$ cat src/rtl/lfsr_encryptor.sv
// Frames a plaintext message as preamble / message / padding, XORs each byte with a 6-bit
// maximal-length LFSR keystream and writes the 64-byte ciphertext frame to external memory.
module lfsr_encryptor #(
    parameter int         PRE_LEN   = 7,
    parameter logic [7:0] MSG_BASE  = 8'd0,
    parameter logic [7:0] CT_BASE   = 8'd64,
    parameter int         FRAME_LEN = 64
) (
    input  logic       clk,
    input  logic       init,
    input  logic       start,
    input  logic [2:0] tap_sel,
    input  logic [5:0] seed,
    input  logic [5:0] msg_len,
    input  logic [7:0] rdata,
    output logic [7:0] raddr,
    output logic [7:0] waddr,
    output logic [7:0] wdata,
    output logic       wr_en,
    output logic       busy,
    output logic       done
);

    localparam logic [6:0] MAX_LEN = 7'(FRAME_LEN - PRE_LEN);
    localparam logic [6:0] PRE_K   = 7'(PRE_LEN);
    localparam logic [5:0] LAST_K  = 6'(FRAME_LEN - 1);

    typedef enum logic [1:0] {
        IDLE  = 2'd0,
        WRITE = 2'd1,
        DONE  = 2'd2
    } state_t;

    state_t     state;
    state_t     state_next;
    logic [5:0] k;
    logic [5:0] lfsr;
    logic [5:0] taps;
    logic [6:0] len;
    logic [6:0] rel;
    logic [7:0] plain;
    logic       accept;
    logic [5:0] seed_eff;
    logic [6:0] len_eff;
    logic [5:0] lfsr_next;

    function automatic logic [5:0] tap_lookup(input logic [2:0] sel);
        logic [5:0] t;
        case (sel)
            3'd1:    t = 6'h2D;
            3'd2:    t = 6'h30;
            3'd3:    t = 6'h33;
            3'd4:    t = 6'h36;
            3'd5:    t = 6'h39;
            default: t = 6'h21;
        endcase
        return t;
    endfunction

    // A new frame may be started from IDLE or DONE; requests during WRITE are dropped.
    assign accept    = start && (state != WRITE);
    assign seed_eff  = (seed == 6'd0) ? 6'h01 : seed;
    assign len_eff   = ({1'b0, msg_len} > MAX_LEN) ? MAX_LEN : {1'b0, msg_len};
    assign lfsr_next = {lfsr[4:0], ^(lfsr & taps)};

    always_comb begin
        state_next = state;
        case (state)
            IDLE:    if (start) state_next = WRITE;
            WRITE:   if (k == LAST_K) state_next = DONE;
            DONE:    if (start) state_next = WRITE;
            default: state_next = IDLE;
        endcase
    end

    always_ff @(posedge clk or posedge init) begin
        if (init) begin
            state <= IDLE;
            k     <= 6'd0;
            lfsr  <= 6'h01;
            taps  <= 6'h21;
            len   <= 7'd0;
        end else begin
            state <= state_next;
            if (accept) begin
                k    <= 6'd0;
                lfsr <= seed_eff;
                taps <= tap_lookup(tap_sel);
                len  <= len_eff;
            end else if (state == WRITE) begin
                k    <= k + 6'd1;
                lfsr <= lfsr_next;
            end
        end
    end

    // Outputs decode straight from state so an asserted init silences the write port at once.
    always_comb begin
        busy  = (state == WRITE);
        done  = (state == DONE);
        wr_en = (state == WRITE);
        raddr = MSG_BASE;
        waddr = CT_BASE + {2'b00, k};
        wdata = 8'h00;
        plain = 8'h20;
        rel   = {1'b0, k} - PRE_K;
        if ({1'b0, k} < PRE_K) begin
            plain = 8'h5F;
        end else if (rel < len) begin
            plain = rdata;
            if (state == WRITE) raddr = MSG_BASE + {1'b0, rel};
        end
        if (state == WRITE) wdata = plain ^ {2'b00, lfsr};
    end

endmodule
$ cat config.mk
export PLATFORM = sky130hd
export DESIGN_NAME = lfsr_encryptor
export DESIGN_NICKNAME = d
export VERILOG_FILES = /design/src/rtl/lfsr_encryptor.sv
export SDC_FILE = /design/constraint.sdc
export NUM_CORES = 1
export LEC_CHECK = 0
export BUFFER_PORTS_ARGS = -buffer_cell sky130_fd_sc_hd__clkbuf_2
export CAP_MARGIN = 20
export CORE_ASPECT_RATIO = 1.75
export CORE_MARGIN = 2
export CORE_UTILIZATION = 45
export DETAILED_ROUTE_END_ITERATION = 6
export PLACE_DENSITY = 0.76
export SYNTH_ARGS = -nofsm -noshare
export SYNTH_HDL_FRONTEND = slang
export SYNTH_SLANG_ARGS = --single-unit
$ cat constraint.sdc
create_clock -name clk -period 2.86 [get_ports clk]
set_input_delay 0.572 -clock clk [delete_from_list [all_inputs] [get_ports clk]]
set_output_delay 0.572 -clock clk [all_outputs]
set_load 0.01 [all_outputs]
* Yosys cells after proc, flatten, opt, wreduce, memory -nomap -nowiden *
Cells that the tools add are included.

word-level totals
  logic and storage cells = 47
  output and inout bits = 27
  input port bits = 26
  register bits after elaboration = 27

operators by class
  $add $sub $neg = 3
  order comparisons = 3
  bitwise operators = 2
  equal/unequal tests = 11
  multiplexer cells = 16
  reductions and logical operators = 7

operator list
  cell                   number
  $mux W6                6
  $pmux W5 S5            1
  $mux W8                3
  $mux W7                3
  $add A7 B6 Y8 const A  1
  $xor A8 B6 Y8          1
  $lt A7 B7 Y1           1
  $sub A6 B3 Y7 const B  1
  $add A6 B1 Y6 const B  1
  $and A6 B6 Y6          1
  $eq A3 B2 Y1 const B   2
  $eq A3 B3 Y1 const B   2
  $eq A6 B6 Y1 const B   1
  $gt A6 B6 Y1 const B   1
  $logic_not A6 Y1       1
  $lt A6 B3 Y1 const B   1
  $ne A2 B1 Y1 const B   3
  $reduce_xor A6 Y1      1
  $mux W2                2
  $pmux W2 S2            1
  $eq A3 B1 Y1 const B   1
  $eq A2 B1 Y1 const B   1
  $eq A2 B2 Y1 const B   1
  $logic_not A2 Y1       1
  4 further kinds        4

* Depth between registers and ports, before layout *
  depth in word-level cells = 6
  gate-level depth with buffers = 10
  gate-level depth less buffers = 8

* Worst setup path after synthesis *
Ideal clock, no wire load.

  path type = flip-flop to output port
  start = register k[2]
  end = output port raddr[1]
  buffers on the path = 3
  stages on the path, launching flop included = 11
  required time = 2288 ps
  arrival = 2576 ps
  path slack = -288 ps
  cell sequence = dfrtp_1 and3_1 buf_6 or4_4 buf_6 nand2_1 ha_1 a211oi_4 o21a_1 buf_6 and4_1

between the ends
  word-level cells in the longest chain between the ends = 4
  elaborated cells on any way between the ends = 5
  classes of those cells = add/sub (1); order compare (2); mux (2)

ends and longest elaborated chain
  item                      line  RTL
  start: declaration        36    logic [5:0] k;
  start signal: assignment  91    k <= k + 6'd1;
  $sub A6 B3 Y7             106   rel = {1'b0, k} - PRE_K;
  $lt A7 B7 Y1              109   end else if (rel < len) begin
  $mux W7                   109
  $mux W7 (*)               107   if ({1'b0, k} < PRE_K) begin
  end: declaration          16    output logic [7:0] raddr,

Mark *: on every way between the ends. The rest lies on a longest branch, timed or not.

* Worst setup path in the final report *
  start = register k[1]
  end = output port wdata[3]

between the ends
  word-level cells in the longest chain between the ends = 6
  elaborated cells on any way between the ends = 7
  classes of those cells = add/sub (1); order compare (2); mux (3); bitwise (1)

ends and longest elaborated chain
  item               line  RTL
  $sub A6 B3 Y7      106
  $lt A7 B7 Y1       109
  $mux W8            109
  $mux W8 (*)        107
  $xor A8 B6 Y8 (*)  113   if (state == WRITE) wdata = plain ^ {2'b00, lfsr};
  $mux W8 (*)        113
  end: declaration   18    output logic [7:0] wdata,

Marked as above.

==> out/results.env <==
STATUS='finished with violations'
FAILING_CHECKS='setup timing'
SYNTH_MOST_COMMON_CELL='sky130_fd_sc_hd__dfrtp_1'
DRTANTENNAVIOLNETS=0
TIMING.SETUP.CRITICAL_PATH_CLASS='flop to output port'
R2R_SLACK_NS=1.14
DRT_PASS1_ITERATIONS=4
GLOBALPLACE.CONGESTION=0.901
WIRE_LENGTH_OF_THE_FIRST_GLOBAL_ROUTING_PASS_MM=7.92
POWER.SWITCHING_uW=1830
GLOBAL_ROUTE.USAGE.TOTAL=0.217
AVGROUTEDWIREPERCELL_UM=15.2
MIN_SETUP_SLACK_POST_ROUTE_NS=-0.325
AREA.SEQUENTIAL_UM2=629
CELLPOWERDENSITY_nW_PER_UM2=1590
REPORT.FINAL.SETUP_VIOL=14
TIMING_HOLD_VIOLATIONS_FINAL=0
FLOORPLAN.IO_PINS=53
NUMBER_OF_BUFFERS_ADDED_ON_PORTS=48
FILLERINSTANCES=350
DIE_WIDTH_UM=53.6
DR_TOTAL_VIAS=1880
POSTSYNTHCELLCOUNT=211
CORE_AREA_UM2=4150
SLOWEST_STAGE='sky130_fd_sc_hd__dfrtp_1'
INTERNAL_POWER_uW=2340
VIAS_IN_THE_FIRST_GLOBAL_ROUTE=1789
ROWS=31
PERIOD_NEEDED_NS=3.18
POWER.SHARE.SWITCHING=0.438
WORST_EP_REQUIRED_TIME_NS=2.29
DRV.MAX_CAP_VIOLATION_COUNT=0
SYNTH-WARNING-COUNT=0
ANTENNA_VIOLATIONS_BEFORE_REPAIR=0
PWR-SHARE-SEQ=0.167
RSZ0062_AT_GRT='yes'
HOLDWS_NS=0.163
CTS_ROOT_BUFFER='sky130_fd_sc_hd__clkbuf_8'
H-TREE-DEPTH=1
ROUTE.DETAILED.VIAS_PER_INST=5.63
SYNTH_ENABLE_FLOP_CELLS=0
WORSTPATHARRIVAL_NS=2.61
ASYNCSETRESETFLOPFRACSYNTH=1.00
SYNTH.TOP_CELLS.BY_AREA='sky130_fd_sc_hd__dfrtp_1, sky130_fd_sc_hd__mux2i_1, sky130_fd_sc_hd__nor3b_1, sky130_fd_sc_hd__ha_1, sky130_fd_sc_hd__nand2_1'
SHARE_OF_POST_ROUTE_CELLS_WITH_DRIVE_STRENGTH_ABOVE_1=0.446
CTS_BUFFER_DEPTH=2
NUMCTSBUFFERS=3
DIEHEIGHT_UM=90.9
FINALCLOCKSKEW_NS=0.00824
SYNTHESIS.AREA_PER_INSTANCE_UM2=9.20
FLOORPLAN.INITIALDENSITY=0.468
GLOBAL_ROUTE.OVERFLOW_TOTAL=0
POST_SYNTH_INSTANCE_AREA_UM2=1940
TIMING.CRITICAL_PATH.TO_TYPE='output port'
CLOCKPOWERSHARE=0.051
POST-SYNTH-TOP-AREA-CELL='sky130_fd_sc_hd__dfrtp_1'
GROWTH_OF_DESIGN_AREA_FROM_SYNTHESIS_TO_FINISH_PCT=34.8
YS_SEQ_ELEMENTS=25
GRT_START_MAX_NET_PINS=30
DIE-AREA_UM2=4870
FINAL_NETS=318
WORST_SKEW_PAIR.LATE_LATENCY_NS=0.27
WORSTPATHCELLLIST='ha_2 > a21oi_2 > xor2_1 > ha_1 > a21o_1 > a211oi_4 > o21a_2 > buf_12 > o211ai_2 > buf_2'
CLKTRANSATPATHREGS_NS=0.09
SYNTH.TOP_CELL.AREA_SHARE=0.297
DRT_FIRST_ITER_VIOLATIONS=52
MULTIINPUTGATEAREA_UM2=1260
YS_TOP_CELLS_BY_COUNT='sky130_fd_sc_hd__dfrtp_1, sky130_fd_sc_hd__nand2_1, sky130_fd_sc_hd__nor2_1'
DPL_CELL_AREA_UM2=2360
LEADING_REGISTER_CELL_TYPE_OUT_OF_SYNTHESIS='sky130_fd_sc_hd__dfrtp_1'
MAX-VDD-IR-DROP_mV=1.33
DP.FINAL_HPWL_MM=3.68
TIMING.FINAL.MAX_SLEW_VIOLATIONS=0
SYNTHDISTINCTLIBCELLS=50
STDCELL_AREA_UM2=2620
POWER.SHARE.COMBINATIONAL=0.782
FINAL_CRITICAL_PATH_SHARE_OF_THE_CLOCK_PERIOD=1.11
STATIC-LEAKAGE-POWER_uW=0.00123
CTS_TREE='yes'
DIODES=0
ROUTED_WL_MM=5.08
CRITICAL-PATH-MAX-STAGE-DELAY_NS=0.39
SYNTH.YOSYS.SEQ_AREA_SHARE=0.324
F_MAX_MHz=314
CRITPATHLAUNCHTYPE='flop'
DRC=0
HOLDCRITPATHCLASS='primary input to async pin'
CP_MAX_FO=6
CLOCK_SINK_COUNT=25
## metrics by stage
stage / power [uW] / setup WS, ns / instances / TNS [ns] / utilization
after CTS: 4020 / -0.304 / 331 / -3.44 / 0.613
after global placement: 3320 / 0.00319 / 316 / 0 / 0.568
after detailed placement: 3370 / -0.109 / 316 / -1.21 / 0.568
after floorplan: 2470 / -0.213 / 213 / -1.70 / -
after global routing: 4450 / -0.473 / 334 / -5.81 / 0.630
final: 4170 / -0.325 / 334 / -3.91 / 0.630
## state kept, by name, summed over array words and instances (netlist names)
name / count
state: 2
taps: 5
k: 6
lfsr: 6
len: 6
## power by group through the flow
stage                     registers, uW  clock network [uW]  logic, uW
after floorplan                     680                   0       1780
after global routing                716                 233       3500
after detailed placement            693                   0       2680
final                               695                 212       3260
after global placement              686                   0       2640
after CTS                           687                 217       3120
## routing by layer
metal,vias to the layer above,share of wire,global-route usage
li1,905,-,-
met1,897,0.39,0.243
met2,60,0.54,0.377
met3,18,0.030,0.0215
met4,0,0.038,0.124
met5,-,0,0
## cells in the final DEF, fill, tap and decap left out, types with 3 or more instances in the layout
master,synthesis,final
sky130_fd_sc_hd__nor2_1,15,15
sky130_fd_sc_hd__clkbuf_8,0,3
sky130_fd_sc_hd__o211ai_1,8,8
sky130_fd_sc_hd__o211ai_2,6,6
sky130_fd_sc_hd__buf_6,4,3
sky130_fd_sc_hd__dfrtp_1,23,22
sky130_fd_sc_hd__a21oi_1,11,10
sky130_fd_sc_hd__mux2i_1,10,10
sky130_fd_sc_hd__o21ai_0,10,10
sky130_fd_sc_hd__nand3_1,12,12
sky130_fd_sc_hd__mux2_2,4,4
sky130_fd_sc_hd__nand2_1,20,19
sky130_fd_sc_hd__buf_4,5,32
sky130_fd_sc_hd__ha_1,6,3
sky130_fd_sc_hd__xor2_1,5,5
sky130_fd_sc_hd__clkbuf_2,0,42
sky130_fd_sc_hd__conb_1,2,4
sky130_fd_sc_hd__inv_1,8,7
sky130_fd_sc_hd__and4_4,0,4
sky130_fd_sc_hd__buf_2,1,6
sky130_fd_sc_hd__nor3b_1,11,11
sky130_fd_sc_hd__xnor2_1,4,3
## final cells by class
class | count | share of cell area
clock buffers | 3 | 0.0158
flip-flops and latches | 25 | 0.241
clock inverters | 1 | 0.00287
inverters | 9 | 0.0129
repair buffers | 86 | 0.222
well taps | 49 | 0.0234
multi-input cells | 161 | 0.482
## worst paths after layout
| kind | from | end | cells after the start |
|---|---|---|---|
| min | init | state[0] | 2 |
| min in group clk | taps[3] | taps[3] | 2 |
| min reg2reg | taps[3] | taps[3] | 2 |
| max reg2reg | state[1] | k[3] | 6 |
| max in group asynchronous | init | lfsr[0] | 3 |
| max | k[1] | wdata[3] | 10 |
## kinds of logic after synthesis
| group | share of synthesized area |
|---|---|
| AOI/OAI and AO/OA | 0.204 |
| adders and majority gates | 0.0387 |
| DFF | 0.324 |
| buffers and inverters | 0.0857 |
| muxes | 0.0825 |
| xor gates and xnor gates | 0.0522 |
| other | 0.00387 |
| and+or+nand+nor | 0.210 |
## critical path: cells and delay by family (launching register included)
family	cells	cell delay, ns
DFF	1	0.39
buffers and inverters	2	0.29
xor gates and xnor gates	1	0.22
adders and majority gates	2	0.49
AOI/OAI and AO/OA	5	0.96
## timing repair
| item | in CTS | in global routing |
|---|---|---|
| setup buffers | 11 | 2 |
| hold buffers | 0 | 0 |
| pin swaps | 9 | 11 |
| gates resized for setup | 8 | 11 |
| endpoints found under the setup margin | 14 | 14 |
Note: power is estimated with default switching activity, not from simulation.
